--- src/rtl/adder_arbiter.sv ---
// Round-robin arbiter in front of one shared half-width adder; each add/sub
// runs low half then high half, so one operation completes every 3 cycles.
module adder_arbiter #(
  parameter  int N = 16,
  parameter  int R = 4,
  localparam int W = (R > 2) ? $clog2(R) : 1
) (
  input  logic           clk,
  input  logic           rst,
  input  logic [R-1:0]   req,
  input  logic [R-1:0]   sub,
  input  logic [R*N-1:0] op_a,
  input  logic [R*N-1:0] op_b,
  output logic [R-1:0]   grant,
  output logic           busy,
  output logic           done,
  output logic [W-1:0]   res_id,
  output logic [N-1:0]   result,
  output logic           carry,
  output logic           overflow,
  output logic           negative
);
  localparam int H = N / 2;

  typedef enum logic [1:0] {IDLE, LOW, HIGH} state_t;

  typedef struct packed {
    logic [N-1:0] a;
    logic [N-1:0] b;
    logic         sub;
    logic [W-1:0] id;
  } op_t;

  state_t               state, nstate;
  op_t                  cur;
  logic [W-1:0]         ptr, win, nptr;
  logic [W:0]           pos;
  logic                 found, take;
  logic [R-1:0][N-1:0]  a_arr, b_arr;
  logic [H-1:0]         lo, sum_h;
  logic                 mid_carry;

  assign a_arr = op_a;
  assign b_arr = op_b;

  // Search starts at ptr and wraps modulo R; first asserted request wins.
  always_comb begin
    found = 1'b0;
    win   = '0;
    pos   = '0;
    for (int k = 0; k < R; k++) begin
      pos = {1'b0, ptr} + (W+1)'(k);
      if (pos >= (W+1)'(R)) pos = pos - (W+1)'(R);
      if (!found && req[pos[W-1:0]]) begin
        found = 1'b1;
        win   = pos[W-1:0];
      end
    end
  end

  assign nptr = (win == W'(R-1)) ? '0 : win + 1'b1;

  always_ff @(posedge clk or posedge rst) begin
    if (rst) state <= IDLE;
    else     state <= nstate;
  end

  always_comb begin
    nstate = state;
    take   = 1'b0;
    grant  = '0;
    unique case (state)
      IDLE: if (found && !rst) begin
        take       = 1'b1;
        grant[win] = 1'b1;
        nstate     = LOW;
      end
      LOW:     nstate = HIGH;
      HIGH:    nstate = IDLE;
      default: nstate = IDLE;
    endcase
  end

  assign busy = (state != IDLE);

  // Shared half adder, split below its MSB so the carry into the top bit
  // is visible for signed overflow in the HIGH pass.
  logic [N-1:0] bx;
  logic [H-1:0] ha, hb, part;
  logic [1:0]   top;
  logic         hc, cout, c_msb;

  assign bx = cur.sub ? ~cur.b : cur.b;

  always_comb begin
    if (state == HIGH) begin
      ha = cur.a[N-1:H];
      hb = bx[N-1:H];
      hc = mid_carry;
    end else begin
      ha = cur.a[H-1:0];
      hb = bx[H-1:0];
      hc = cur.sub;
    end
  end

  assign part  = {1'b0, ha[H-2:0]} + {1'b0, hb[H-2:0]} + H'(hc);
  assign top   = {1'b0, ha[H-1]} + {1'b0, hb[H-1]} + {1'b0, part[H-1]};
  assign sum_h = {top[0], part[H-2:0]};
  assign cout  = top[1];
  assign c_msb = part[H-1];

  always_ff @(posedge clk or posedge rst) begin
    if (rst) begin
      cur       <= '0;
      ptr       <= '0;
      lo        <= '0;
      mid_carry <= 1'b0;
      done      <= 1'b0;
      res_id    <= '0;
      result    <= '0;
      carry     <= 1'b0;
      overflow  <= 1'b0;
      negative  <= 1'b0;
    end else begin
      done <= 1'b0;
      unique case (state)
        IDLE: if (take) begin
          cur.a   <= a_arr[win];
          cur.b   <= b_arr[win];
          cur.sub <= sub[win];
          cur.id  <= win;
          ptr     <= nptr;
        end
        LOW: begin
          lo        <= sum_h;
          mid_carry <= cout;
        end
        HIGH: begin
          result   <= {sum_h, lo};
          carry    <= cout;
          overflow <= c_msb ^ cout;
          negative <= c_msb ^ cout ^ sum_h[H-1];
          res_id   <= cur.id;
          done     <= 1'b1;
        end
        default: ;
      endcase
    end
  end
endmodule
--- config.mk ---
export PLATFORM = sky130hd
export DESIGN_NAME = adder_arbiter
export DESIGN_NICKNAME = d
export VERILOG_FILES = /design/src/rtl/adder_arbiter.sv
export SDC_FILE = /design/constraint.sdc
export NUM_CORES = 1
export LEC_CHECK = 0
export BUFFER_PORTS_ARGS = -buffer_cell sky130_fd_sc_hd__buf_2
export CORE_ASPECT_RATIO = 0.6
export CORE_UTILIZATION = 49
export CTS_CLUSTER_SIZE = 12
export DETAILED_ROUTE_END_ITERATION = 8
export PLACE_DENSITY = 0.8
export SLEW_MARGIN = 10
export SYNTH_ARGS = -nofsm -noshare
export SYNTH_HDL_FRONTEND = slang
export SYNTH_SLANG_ARGS = --single-unit
--- constraint.sdc ---
create_clock -name clk -period 3.5 [get_ports clk]
set_input_delay 0.175 -clock clk [delete_from_list [all_inputs] [get_ports clk]]
set_output_delay 0.175 -clock clk [all_outputs]
set_load 0.01 [all_outputs]
==> out/qor.yml <==
ys_ff_latch: 70
hold_viol: 0
critPathArrivalTime_ns: 3.33
cts_root_buf: "clkbuf_16"
min_to: "cur[5]"
drv_cap: 0
grt_pass1_vias: 3377
drt_iter0_drc: 208
crit_buf_inv: 1
cts_resized: 0
cp_data_required_time_ns: 3.75
max_freq_mhz: 324.3
internal_power_w: 0.002972
slowest_stage: "fa_1"
synth_cell_types: 41
finalWirelength_um: 10540
endpoint_kind: "flop"
min_path_cells: 3
switching_share_pct: 39.29
syn_area_per_cell_um2: 9.828
antenna_found_initial: 0
die_w_um: 121.5
die_area_um2: 8951
met2_usage_pct: 36.49
dpl-instance-area_um2: 5034
grt_pass1_wl_um: 16550
clock_sinks: 70
p_per_area_nw_per_um2: 908.0
top_usage_layer: "met2"
cts.clk_slew.worst_paths_ns: 0.06
hpwl_um: 7925
fin_area_um2: 5391
syn_inst: 427
diodes: 0
reg2reg_slack_ns: 0.42
power.net_switching_w: 0.001924
power_frac_seq_pct: 29.8
tightest_slew_ns: 0.7494
grt_use_met1_pct: 34.21
overflow: 0
crit_chain: "nand2b_1, inv_2, mux2i_1, xnor2_1, fa_1, fa_1, a21o_1, a21o_1, a21oi_1, mux2_2, o211ai_1"
clk_path_buf_depth: 2
outcome: "finished, final reports clean"
grtUsageTotal_pct: 24.30
synth-main-ff-cell: "dfrtp_1"
cts_made_buffers: 9
r2r_cells: 11
regToRegStartpoint: "state[0]"
core_um2: 8070
htree_levels: 3
io_buffers: 164
rsz0062_at_grt: "no"
comb_power_share_pct: 48.5
post_drt_wl_per_cell_um: 15.19
r2r-end: "result[14]"
vias_per_cell: 5.318
layout.nets: 733
use_met3_pct: 6.366
worstSkewPairLatency_ns: 0.34
rows: 25
period_needed_ns: 3.084
hp-start: "op_b[2]"
fin_crit_sh_pct: 88.11
yosysWarnings: 0
drive_gt1_share_pct: 34.13
start_util_pct: 52.00
finClkSkew_ns: 0.008778
drc: 0
cp_max_fo: 4
utilization_pct: 66.81
crit_type: "reg -> reg"
ir_worst_vdd_v: 0.0004915
synth_edf_count: 0
p_clk_share_pct: 21.7
num_io_pins: 165
synth_area_um2: 4197
num_vias: 3691
power_leakage_nw: 2.820
hp-class: "in -> reg"
die_h_um: 73.69
syn_nets: 579
cp-start-kind: "flop"
drtAntennaViolNets: 0
cpPeakStageDelay_ns: 0.45
syn_to_final_growth_pct: 28.47
layoutNonFillerInstCount: 694
dp_cells: 677
ys_seq_area_share_pct: 41.74
grt_max_degree: 47
firstDrtPassIters: 4
crit_family: "adder cells"
cts_tree: "built"
async_flop_share_pct: 100.0
slew_viol_final: 0
gp_congestion: 0.8672
tns_ns: 0
slew_headroom_pct: 49.96
setup_viol_count_final: 0
[logic make-up (layout without fill, tap and decap cells)]
family          after synthesis  in the layout  share of synthesized area [%]
flops                        70             70                          41.74
xor+xnor                     13             13                          2.713
fa+ha+maj                    14             14                          4.890
compound gates               68             68                          12.49
mux                          78             78                          18.66
simple gates                147            147                          14.52
buf+inv                      37            196                          4.979
[area by class of cell]
type / count / area [µm²]
clock buffer: 10 / 239.0
clock inverter: 6 / 108.9
fill: 677 / 2679
inverter: 10 / 40.04
multi-input combinational: 320 / 2236
sequential: 70 / 1752
tap: 108 / 135.1
timing repair buffer: 170 / 880.8
[synth_stat cells (all sizes together) (2+ instances only)]
cell type | n | area, µm²
nor2b | 4 | 25.02
mux2 | 2 | 22.52
o221ai | 34 | 315.3
nand3b | 2 | 15.01
a21o | 2 | 15.01
a21oi | 7 | 35.03
fa | 4 | 80.08
mux2i | 76 | 760.7
nor2 | 3 | 11.26
o211ai | 2 | 15.01
o21a | 2 | 15.01
o21ai | 16 | 80.08
ha | 10 | 125.1
nand2 | 126 | 478.0
inv | 10 | 40.04
clkbuf | 14 | 56.31
nand2b | 3 | 18.77
xnor2 | 11 | 96.34
buf | 13 | 112.6
and2 | 4 | 25.02
dfrtp | 70 | 1752
xor2 | 2 | 17.52
[tightest hold or removal path, delay by kind of cell]
family                 cells  cell delay (ns)
buffers and inverters      1             0.07
muxes                      1             0.05
AOI/OAI and AO/OA          1             0.15
[layout by cell type, fill, tap and decap left out, types with 2 or more instances in the layout]
master	n
o21a_1	2
inv_1	4
buf_2	164
bufinv_16	3
ha_1	10
inv_2	5
a21oi_1	7
nand2b_1	3
mux2_2	2
o221ai_1	33
nor2_1	3
nand2_1	124
mux2i_1	76
o21ai_0	10
dfrtp_1	70
nand2_2	2
nand3b_1	2
clkinv_2	2
buf_4	4
fa_1	4
and2_1	4
clkbuf_16	9
xnor2_1	11
xor2_1	2
nor2b_1	4
o211ai_1	2
a21o_1	2
o21ai_1	6
[worst max-delay path by stage]
stage             start    endpoint  slack [ns]  depth (start not counted)
6_report       state[0]  result[14]        0.42                         11
5_1_grt        state[0]       lo[6]        0.29                         11
4_1_cts        state[0]  result[14]        0.42                         11
3_5_place_dp   state[0]       lo[6]        0.43                         11
3_3_place_gp   state[0]       lo[6]        0.51                         11
2_1_floorplan  state[0]       lo[6]        0.42                         12
[power by group through the flow]
stage	clock network [W]	logic [W]	registers, W
floorplan	0	0.00181	0.00141
global placement	0	0.00229	0.00146
detailed placement	0	0.00237	0.00147
CTS	0.00107	0.00239	0.00146
global route	0.00111	0.00266	0.00151
finish	0.00106	0.00237	0.00146
[flip-flops by register name (all words and copies together), names as in the netlist]
| signal | count |
|---|---|
| lo | 8 |
| state | 2 |
| mid_carry | 1 |
| done | 1 |
| overflow | 1 |
| negative | 1 |
| ptr | 2 |
| res_id | 2 |
| carry | 1 |
| cur | 35 |
| result | 16 |
[timing repair]
| item | 4_1_cts | 5_1_grt |
|---|---|---|
| setup buffers | 0 | 0 |
| endpoints found under the hold margin | 9 | 0 |
| hold buffers | 1 | 0 |
[per-layer routing]
layer  part of all wire, %  vias to the layer above  wire length, µm
met5                     0                        -                0
met3                   7.1                       14              753
met1                    47                     1721             4903
met2                    45                      139             4772
met4                   1.0                        0              110
li1                      -                     1817                -
[through the flow]
| stage | total power (W) | worst slack (ns) | hold WS [ns] |
|---|---|---|---|
| after floorplan | 0.003221 | 0.4242 | 0.3841 |
| after global placement | 0.003747 | 0.5063 | 0.3385 |
| after detailed placement | 0.003837 | 0.4303 | 0.3588 |
| after CTS | 0.004922 | 0.4160 | 0.1464 |
| after global routing | 0.005271 | 0.2892 | 0.1579 |
| final | 0.004896 | 0.4160 | 0.1529 |
Note: power is estimated with default switching activity, not from simulation.
